**config.mk**
```make
export PLATFORM = sky130hd
export DESIGN_NAME = x_fifo_drain_flat
export DESIGN_NICKNAME = d
export VERILOG_FILES = /design/src/rtl/x_fifo_drain_if.sv /design/src/rtl/x_fifo_drain.sv /design/src/flat_wrapper.sv
export SDC_FILE = /design/constraint.sdc
export NUM_CORES = 1
export LEC_CHECK = 0
export BUFFER_PORTS_ARGS = -buffer_cell sky130_fd_sc_hd__buf_2
export CAP_MARGIN = 20
export CORE_ASPECT_RATIO = 0.9
export CORE_MARGIN = 3
export CORE_UTILIZATION = 50
export DETAILED_ROUTE_END_ITERATION = 8
export PLACE_DENSITY_LB_ADDON = 0.05
export SLEW_MARGIN = 20
export SYNTH_ARGS = -nofsm -noshare
export SYNTH_HDL_FRONTEND = slang
export SYNTH_SLANG_ARGS = --single-unit
```
**constraint.sdc**
```tcl
create_clock -name clk -period 4 [get_ports clk]
set_clock_uncertainty 0.05 [all_clocks]
set_input_delay 0.2 -clock clk [delete_from_list [all_inputs] [get_ports clk]]
set_output_delay 0.2 -clock clk [all_outputs]
set_load 0.05 [all_outputs]
```
**src/rtl/x_fifo_drain_if.sv**
```systemverilog
// Handshake bundle for x_fifo_drain: FIFO pop port on the read side,
// valid/ready flit stream toward the crossbar/egress on the other.
interface x_fifo_drain_if #(
   parameter int DW = 8
);
   logic          fifo_empty_n;
   logic [DW-1:0] fifo_q;
   logic          fifo_re;
   logic          o_vld;
   logic          o_rdy;
   logic [DW-1:0] o_data;

   // slave is the drain stage itself; master is the FIFO plus downstream consumer
   modport slave (
      input  fifo_empty_n, fifo_q, o_rdy,
      output fifo_re, o_vld, o_data
   );

   modport master (
      output fifo_empty_n, fifo_q, o_rdy,
      input  fifo_re, o_vld, o_data
   );
endinterface

```
**src/rtl/x_fifo_drain.sv**
```systemverilog
// Read-side drain stage: pops the switch FIFO into a 2-slot (main + skid) buffer
// and re-presents flits on a valid/ready stream, with sync flush and a saturating transfer counter.
module x_fifo_drain #(
   parameter int DW = 8,
   parameter int CW = 16
) (
   input  logic          clk,
   input  logic          rstn,
   x_fifo_drain_if.slave bus,
   input  logic          flush,
   input  logic          cnt_clr,
   output logic [CW-1:0] xfer_cnt,
   output logic          busy
);

   typedef enum logic [1:0] {
      OCC_0   = 2'd0,
      OCC_1   = 2'd1,
      OCC_2   = 2'd2,
      OCC_BAD = 2'd3
   } occ_t;

   occ_t          occ;
   occ_t          occ_next;
   logic [DW-1:0] main_q;
   logic [DW-1:0] main_d;
   logic [DW-1:0] skid_q;
   logic [DW-1:0] skid_d;
   logic [CW-1:0] cnt_next;
   logic          push;
   logic          pop;
   logic          vld;

   // Pop decision uses only registered occupancy, so o_rdy never reaches fifo_re
   always_comb begin
      push = bus.fifo_empty_n & ~flush & (occ != OCC_2);
      vld  = (occ != OCC_0) & ~flush;
      pop  = vld & bus.o_rdy;
   end

   assign bus.fifo_re = push;
   assign bus.o_vld   = vld;
   assign bus.o_data  = main_q;
   assign busy        = (occ != OCC_0) | bus.fifo_empty_n;

   always_comb begin
      occ_next = occ;
      main_d   = main_q;
      skid_d   = skid_q;
      if (flush) begin
         occ_next = OCC_0;
      end else begin
         case (occ)
            OCC_0: begin
               if (push) begin
                  main_d   = bus.fifo_q;
                  occ_next = OCC_1;
               end
            end
            OCC_1: begin
               if (pop && push) begin
                  main_d = bus.fifo_q;
               end else if (pop) begin
                  occ_next = OCC_0;
               end else if (push) begin
                  skid_d   = bus.fifo_q;
                  occ_next = OCC_2;
               end
            end
            OCC_2: begin
               // Full: fifo_re is blocked, so only the skid-to-main shift can happen
               if (pop) begin
                  main_d   = skid_q;
                  occ_next = OCC_1;
               end
            end
            default: begin
               occ_next = OCC_0;
            end
         endcase
      end
   end

   always_comb begin
      cnt_next = xfer_cnt;
      if (cnt_clr) begin
         cnt_next = '0;
      end else if (pop && (xfer_cnt != {CW{1'b1}})) begin
         cnt_next = xfer_cnt + CW'(1);
      end
   end

   always_ff @(posedge clk or negedge rstn) begin
      if (!rstn) begin
         occ      <= OCC_0;
         main_q   <= '0;
         skid_q   <= '0;
         xfer_cnt <= '0;
      end else begin
         occ      <= occ_next;
         main_q   <= main_d;
         skid_q   <= skid_d;
         xfer_cnt <= cnt_next;
      end
   end

   occ_legal: assert property (@(posedge clk) disable iff (!rstn) occ != OCC_BAD);

endmodule
```
**src/flat_wrapper.sv**
```systemverilog
// flat-port wrapper written by rule: the top's interface ports become plain ports
module x_fifo_drain_flat 
#(
   parameter int DW = 8,
   parameter int CW = 16
)
  (clk, rstn, flush, cnt_clr, xfer_cnt, busy, bus_fifo_empty_n, bus_fifo_q, bus_o_rdy, bus_fifo_re, bus_o_vld, bus_o_data);
  x_fifo_drain_if #(.DW(DW)) bus_i ();
  input  logic clk;
  input  logic rstn;
  input  logic flush;
  input  logic cnt_clr;
  output logic [CW-1:0] xfer_cnt;
  output logic busy;
  input wire logic [$bits(bus_i.fifo_empty_n)-1:0] bus_fifo_empty_n;
  input wire logic [$bits(bus_i.fifo_q)-1:0] bus_fifo_q;
  input wire logic [$bits(bus_i.o_rdy)-1:0] bus_o_rdy;
  output wire logic [$bits(bus_i.fifo_re)-1:0] bus_fifo_re;
  output wire logic [$bits(bus_i.o_vld)-1:0] bus_o_vld;
  output wire logic [$bits(bus_i.o_data)-1:0] bus_o_data;
  assign bus_i.fifo_empty_n = bus_fifo_empty_n;
  assign bus_i.fifo_q = bus_fifo_q;
  assign bus_i.o_rdy = bus_o_rdy;
  assign bus_fifo_re = bus_i.fifo_re;
  assign bus_o_vld = bus_i.o_vld;
  assign bus_o_data = bus_i.o_data;
  x_fifo_drain #(.DW(DW), .CW(CW)) u_core (.clk(clk), .rstn(rstn), .bus(bus_i), .flush(flush), .cnt_clr(cnt_clr), .xfer_cnt(xfer_cnt), .busy(busy));
endmodule
```
After elaboration in Yosys (flattened, before gate mapping)
Cells that the tools add are included.
{"block": "totals", "latchBits": 0, "elab_cells": 46, "n_memories": 0, "romBits": 0, "inputBits": 14, "mem_bits_rw": 0, "reg_bits": 34}
{"block": "op_classes", "addsub": 1, "bitwise": 8, "n_mul": 0, "n_eq_ne": 11, "n_reduce_logical": 9, "shifts": 0, "n_div": 0, "n_mux": 13, "n_lt_le_gt_ge": 0}
{"operator": "2-to-1 mux 16 bit", "n": 2}
{"operator": "2-to-1 mux 8 bit", "n": 3}
{"operator": "one-hot mux 8 bit (3 select lines)", "n": 1}
{"operator": "adder 16 x 1 -> 16 bit (second input constant)", "n": 1}
{"operator": "inequality test 16 bit (second input constant)", "n": 1}
{"operator": "2-to-1 mux 2 bit", "n": 6}
{"operator": "AND reduction 5 bit", "n": 2}
{"operator": "inequality test 2 x 1 -> 1 bit (second input constant)", "n": 3}
{"operator": "inequality test 3 x 2 -> 1 bit (second input constant)", "n": 2}
{"operator": "one-hot mux 2 bit (3 select lines)", "n": 1}
{"operator": "bitwise AND 1 bit", "n": 4}
{"operator": "inequality test 4 x 2 -> 1 bit (second input constant)", "n": 1}
{"operator": "AND reduction 4 bit", "n": 1}
{"operator": "nonzero test 2 bit", "n": 2}
{"operator": "inequality test 3 bit (second input constant)", "n": 1}
{"operator": "NOT 1 bit", "n": 3}
{"operator": "nonzero test 3 bit", "n": 1}
{"operator": "== test 2 x 1 -> 1 bit (second input constant)", "n": 1}
{"operator": "== test 2 bit (second input constant)", "n": 1}
{"operator": "logical AND 1 bit", "n": 2}
{"operator": "logical NOT 2 bit", "n": 1}
{"operator": "inequality test 2 bit (second input constant)", "n": 1}
{"operator": "bitwise OR 1 bit", "n": 1}

Depth between registers and ports, before layout
Gate-level depths: netlist (run 1).
{"block": "depth", "depth_word": 8, "ltp_mapped": 7}

Worst setup path before layout (run 1)
Ideal clock, no wire load.
{"block": "synth_timing", "path_type": "reg2reg", "startpoint": "register u_core.xfer_cnt[0]", "endpoint": "register u_core.xfer_cnt[3]", "setup_ns": 0.078, "n_path_buf": 1, "synth_period_minus_slack_ns": 2.156, "path_stages_with_launch": 7, "required_ns": 3.872, "arrival_time_ns": 2.028, "path_slack_ns": 1.844, "cell_sequence": "dfrtp_1 ha_1 and4_4 and4b_1 clkbuf_2 or4_1 a21oi_1"}
{"block": "synth_between", "elab_chain_len": 3, "elab_cells_between_ends": 6, "classes_between": "add/sub (1); eq/ne (1); mux (2); reduce/logical (2)"}
{"element": "start, declared", "line_no": "x_fifo_drain.sv:12", "source": "output logic [CW-1:0] xfer_cnt,"}
{"element": "start signal, assigned", "line_no": "x_fifo_drain.sv:103", "source": "xfer_cnt <= cnt_next;"}
{"element": "adder 16 x 1 -> 16 bit / inequality test 16 bit (equally long branches)", "line_no": "x_fifo_drain.sv:89, x_fifo_drain.sv:88"}
{"element": "2-to-1 mux 16 bit / logical AND 1 bit (equally long branches)", "line_no": "x_fifo_drain.sv:88", "source": "end else if (pop && (xfer_cnt != {CW{1'b1}})) begin"}
{"element": "2-to-1 mux 16 bit / nonzero test 2 bit (equally long branches)"}
Parallel ways exist; a longest one is shown, timed or not. The select of a mux whose other input is x is not followed.
A chain may end at the register's enable or synchronous reset.

Worst setup path in the final report (run 1)
Ends and elaborated chain as after synthesis.

==> out/metrics.yaml, run 1 <==
status: "finished clean"
cts.sinks: 34
cts_setup_buffers: 0
wl_per_cell_um: 16.1
grt-ovfl-total: 0
dpl_cell_area_um2: 2040
p_leak_nw: 0.938
htreeDepth: 2
final_util_pct: 62.0
tns_ns: 0
max_freq_mhz: 479
syn_nets: 176
slew_viol_final: 0
antenna_found_initial: 0
ctsLongestPathBuffers: 2
die_y_um: 63.1
totalPowerFinal_uw: 815
final_hold_viol_count: 0
grt_max_degree: 35
floorplan.initialDensity_pct: 52.9
die_w_um: 69.5
max_slew_margin_pct: 48.7
finalCritPeriodShare_pct: 52.2
crit_type: "reg -> reg"
dp_slack_ns: 1.93
fin_area_um2: 2120
cts-root-buf: "clkbuf_8"
finalCriticalPeriod_ns: 2.09
critPathRequiredTime_ns: 4.15
die_area_um2: 4390
r2r-end: "u_core.xfer_cnt[3]$_DFFE_PN0P_"
dr.pass1.iters: 4
intPower_uw: 566
ys_seq_elements: 34
routed_wirelength_um: 3980
synth-seq-area-share_pct: 46.9
ys_warn_count: 0
rsz0062_at_grt: "no"
antenna_cells: 0
row_count: 20
place_congestion: 0.819
stdcell_count: 247
comb_power_share_pct: 21.6
clockPowerShare_pct: 28.3
ir_drop_mv: 0.256
ys_async_sr_fraction_pct: 100
pwr-share-seq_pct: 50.1
cts_tree: "yes"
synthesis.instances: 161
dr_total_vias: 1466
place_inst: 239
grtUsageTotal_pct: 19.7
final_antenna_net_count: 0
startpoint: "u_core.xfer_cnt[0]$_DFFE_PN0P_"
cp-endpoint: "u_core.xfer_cnt[3]$_DFFE_PN0P_"
hold_slack_ns: 0.0948
worst_slack_ns: 1.91
ff2ff_setup_slack_ns: 1.91
p_per_area_nw_per_um2: 384
fp.coreArea_um2: 3430
drv_cap: 0
reg2regPathDepth: 5
drcViolationCount: 0
cp.arrival_ns: 2.24
clkTransAtPathRegs_ns: 0.06
drt_iter0_drc: 88
whs_path_depth: 2
grt_pass1_vias: 1462
grt_pass1_wl_um: 6850
switching_power_uw: 248
pin_count: 41
vias_per_cell: 5.94
areaGrowthSynthToFinish_pct: 17.2
synth-edff-count: 0
end_kind: "register"
synthesis.area_um2: 1810
cts_inserted_buffers: 5
clkLatencyLatePin_ns: 0.27
syn_avg_cell_area_um2: 11.3
finalSetupViolCount: 0
hpwl_um: 2910
cp_max_fo: 16
port_buffers: 40
final_nets: 218
r2r-start: "u_core.xfer_cnt[0]$_DFFE_PN0P_"
switching_share_pct: 30.5
synth_cell_type_count: 40
synthFlopType: "dfrtp_1"
tightest_slew_ns: 0.770
drive_above_1_share_pct: 39.9
cp-start-kind: "register"
hold_class: "in -> reg"
==> logic make-up (layout without fill, tap and decap cells) <==
group,count (synthesis),count (layout),synth area share [%]
adder cells (fa/ha/maj),1,1,0.690
flip-flops,34,34,46.9
AO/OA/AOI/OAI,34,34,13.9
buffers and inverters,10,52,2.48
multiplexers,26,26,16.0
AND/OR/NAND/NOR,56,56,20.0
==> synthesized netlist by cell type (2+ instances only) <==
library cell	count	share of area, %
nand4_1	2	0.69
nand2_1	10	2.1
mux2i_1	2	1.1
inv_1	4	0.83
nand4_2	2	1.4
mux2_2	24	15
buf_2	2	0.55
or4_1	9	3.7
o21a_1	2	0.83
nor2_1	6	1.2
and2_1	3	1.0
and4_4	2	1.2
o31a_1	3	1.4
o31ai_1	8	3.3
or3_1	2	0.69
and3_1	2	0.69
nor4_1	5	1.7
o21ai_0	2	0.55
a21oi_1	12	3.3
nand3_1	5	1.4
clkbuf_1	2	0.41
dfrtp_1	34	47
==> metal layers <==
metal	routed length, um	vias to the layer above	track usage (%)
met5	0	-	0
li1	-	703	-
met2	1960	50	31.7
met4	20	0	6.83
met1	1720	711	25.3
met3	279	2	5.74
==> state kept, by name, indices dropped and copies added (netlist names) <==
signal	count
u_core.bus.o_data	8
u_core.occ	2
u_core.skid_q	8
u_core.xfer_cnt	16
==> how the worst min path moves through the flow <==
| stage | from | endpoint | slack, ns |
|---|---|---|---|
| detailed placement | rstn | u_core.xfer_cnt[11]$_DFFE_PN0P_ | 0.27 |
| global route | flush | u_core.occ[0]$_DFFE_PN0P_ | 0.10 |
| global placement | rstn | u_core.xfer_cnt[13]$_DFFE_PN0P_ | 0.26 |
| CTS | flush | u_core.occ[0]$_DFFE_PN0P_ | 0.08 |
| finish | flush | u_core.occ[0]$_DFFE_PN0P_ | 0.09 |
| floorplan | rstn | u_core.bus.o_data[0]$_DFFE_PN0P_ | -0.15 |
==> cell usage in the layout, fill, tap and decap left out, drive strengths merged, types with 6 or more instances in the layout <==
master  Yosys  final
a21oi      12     12
buf         3     40
clkbuf      3      7
dfrtp      34     34
mux2       24     24
nand2      10     10
nand3       6      6
nor2        6      6
nor4        6      6
o31ai       8      8
or4         9      9
==> repair_timing <==
| action | 4_1_cts | 5_1_grt |
|---|---|---|
| hold endpoints to repair | 34 | 0 |
| gates resized for setup | 0 | 0 |
| hold buffers | 1 | 0 |
==> power groups by stage <==
stage	registers [mW]	logic, mW	clock network (mW)
2_1_floorplan	0.470	0.0691	0
3_3_place_gp	0.409	0.171	0
3_5_place_dp	0.415	0.177	0
4_1_cts	0.409	0.178	0.238
5_1_grt	0.414	0.188	0.251
6_report	0.409	0.176	0.230
==> critical path, stage by stage, from the launching register on <==
cell and delay, ns:
dfrtp_1 0.45, ha_1 0.27, and4_4 0.21, and4b_1 0.35, or4_1 0.53, a21oi_1 0.15
==> area by class of cell <==
type	count	area, um2
clock buffers	7	76.3
repair buffers	41	210
fillers	296	1300
flip-flops and latches	34	851
multi-input cells	117	917
inverters	4	15.0
well taps	44	55.1
Note: power is estimated with default switching activity, not from simulation.
==> run 2, diff against run 1 <==
clock period = 1.92 ns   (was 4 ns; I/O delays follow)
==> out/metrics.yaml, run 2 (synthesis gave the netlist of run 1 again) <==
antenna_cells: 0  # unchanged
vias_per_cell: 6.09  # was 5.94
whs_path_depth: 2  # unchanged
grt_pass1_vias: 1484  # was 1,462
tightest_slew_ns: 0.776  # was 0.770 ns
htreeDepth: 2  # unchanged
finalCritPeriodShare_pct: 94.8  # was 52.2%
pin_count: 41  # unchanged
startpoint: "u_core.xfer_cnt[0]$_DFFE_PN0P_"  # unchanged
clkLatencyLatePin_ns: 0.29  # was 0.27 ns
top_register: "u_core.xfer_cnt"  # unchanged
die_w_um: 69.5  # unchanged
die_y_um: 63.1  # unchanged
row_count: 20  # unchanged
fp.coreArea_um2: 3430  # unchanged
final_antenna_net_count: 0  # unchanged
cp.arrival_ns: 1.98  # was 2.24 ns
wl_per_cell_um: 16.1  # about the same
stdcell_count: 253  # was 247
finalCriticalPeriod_ns: 1.82  # was 2.09 ns
cp_max_fo: 16  # unchanged
floorplan.initialDensity_pct: 52.9  # unchanged
grt_max_degree: 35  # unchanged
finalSetupViolCount: 0  # unchanged
drive_above_1_share_pct: 43.5  # was 39.9%
layout_common_cells: "buf_2, dfrtp_1, mux2_2"  # unchanged
largest_reg_flops: 16  # unchanged
grt-ovfl-total: 0  # unchanged
drt_iter0_drc: 61  # was 88
drv_cap: 0  # unchanged
hp-start: "bus_fifo_q[6]"  # was flush
routed_wirelength_um: 4060  # was 3980 um
areaGrowthSynthToFinish_pct: 21.5  # was 17.2%
dp_slack_ns: -0.0282  # was 1.93 ns
status: "finished clean"  # unchanged
antenna_found_initial: 0  # unchanged
hold_class: "in -> reg"  # unchanged
hold_slack_ns: 0.00671  # was 0.0948 ns
r2r-end: "u_core.xfer_cnt[4]$_DFFE_PN0P_"  # was u_core.xfer_cnt[3]$_DFFE_PN0P_
critPathRequiredTime_ns: 2.08  # was 4.15 ns
cts.sinks: 34  # unchanged
layout.cells.most_common: "buf_2"  # unchanged
cp-start-kind: "register"  # unchanged
final_nets: 223  # was 218
clkTransAtPathRegs_ns: 0.07  # was 0.06 ns
slew_viol_final: 0  # unchanged
cts_tree: "yes"  # unchanged
grtUsageTotal_pct: 19.6  # was 19.7%
grt_pass1_wl_um: 6870  # was 6850 um
place_congestion: 0.732  # was 0.819
reg2regPathDepth: 5  # unchanged
max_slew_margin_pct: 48.3  # was 48.7%
min_to: "u_core.skid_q[6]$_DFFE_PN0P_"  # was u_core.occ[0]$_DFFE_PN0P_
die_area_um2: 4390  # unchanged
cts_setup_buffers: 0  # unchanged
ctsLongestPathBuffers: 2  # unchanged
final_hold_viol_count: 0  # unchanged
dr.pass1.iters: 5  # was 4
rsz0062_at_grt: "no"  # unchanged
hpwl_um: 2850  # was 2910 um
place_inst: 242  # was 239
p_per_area_nw_per_um2: 803  # was 384 nW/um2
drcViolationCount: 0  # unchanged
totalPowerFinal_mw: 1.77  # was 815 uW
end_kind: "register"  # unchanged
cts-root-buf: "clkbuf_8"  # unchanged
crit_type: "reg -> reg"  # unchanged
p_leak_nw: 0.964  # was 0.938 nW
max_freq_mhz: 549  # was 479 MHz
worst_slack_ns: 0.0996  # was 1.91 ns
cts_inserted_buffers: 5  # unchanged
dr_total_vias: 1540  # was 1,466
nFillCells: 297  # was 296
ir_drop_mv: 0.680  # was 0.256 mV
port_buffers: 40  # unchanged
ff2ff_setup_slack_ns: 0.1  # was 1.91 ns
r2r-start: "u_core.xfer_cnt[0]$_DFFE_PN0P_"  # unchanged
-- run 2: critical path: stages, from the launching register on --
cell	delay [ns]
dfrtp_2	0.42
ha_4	0.17
and4_4	0.20
and4b_4	0.25
or4_1	0.49
a21oi_1	0.16
-- run 2: cell type report --
class | instances | area [um2] | share of cell area, %
multi-input cells | 117 | 936 | 42.5
flip-flops and latches | 34 | 853 | 38.7
clock inverters | 1 | 5.00 | 0.227
repair buffers | 46 | 253 | 11.5
clock buffers | 7 | 86.3 | 3.92
well taps | 44 | 55.1 | 2.50
inverters | 4 | 15.0 | 0.681
-- run 2: stage by stage --
| stage | TNS (ns) | utilization, % | instance area (um2) |
|---|---|---|---|
| floorplan | -0.109 | - | 1830 |
| global placement | 0 | 60.5 | 2080 |
| detailed placement | -0.0323 | 60.5 | 2080 |
| CTS | 0 | 64.1 | 2200 |
| global route | 0 | 64.3 | 2200 |
| finish | 0 | 64.3 | 2200 |
-- run 2: layer usage --
metal / wire length (um) / track usage (%) / vias to the layer above / part of all wire [%]
met5: 0 / 0 / - / 0
met4: 51 / 6.59 / 0 / 1.3
met3: 295 / 5.10 / 7 / 7.3
met2: 1920 / 31.8 / 52 / 47
met1: 1800 / 25.5 / 762 / 44
li1: - / - / 719 / -
-- run 2: what timing repair did --
action | 4_1_cts | 5_1_grt
gates cloned | 0 | 0
gates resized for setup | 1 | 2
pin swaps | 0 | 0
endpoints found under the setup margin | 1 | 5
hold buffers | 3 | 0
hold endpoints to repair | 36 | 0
-- run 2: where the power goes --
part	internal, mW	switching [mW]	total, mW
clock network	0.289	0.261	0.550
registers	0.803	0.0428	0.846
logic	0.132	0.242	0.374
total	1.22	0.546	1.77
-- run 2: how the worst max path moves through the flow --
| stage | slack [ns] | end | cells after the start |
|---|---|---|---|
| final | 0.1 | u_core.xfer_cnt[4]$_DFFE_PN0P_ | 5 |
| after global placement | 0.06 | u_core.xfer_cnt[4]$_DFFE_PN0P_ | 5 |
| after global routing | 0.02 | u_core.xfer_cnt[4]$_DFFE_PN0P_ | 5 |
| after CTS | 0.03 | u_core.xfer_cnt[4]$_DFFE_PN0P_ | 5 |
| after floorplan | -0.04 | u_core.xfer_cnt[3]$_DFFE_PN0P_ | 6 |
| after detailed placement | -0.03 | u_core.xfer_cnt[4]$_DFFE_PN0P_ | 5 |
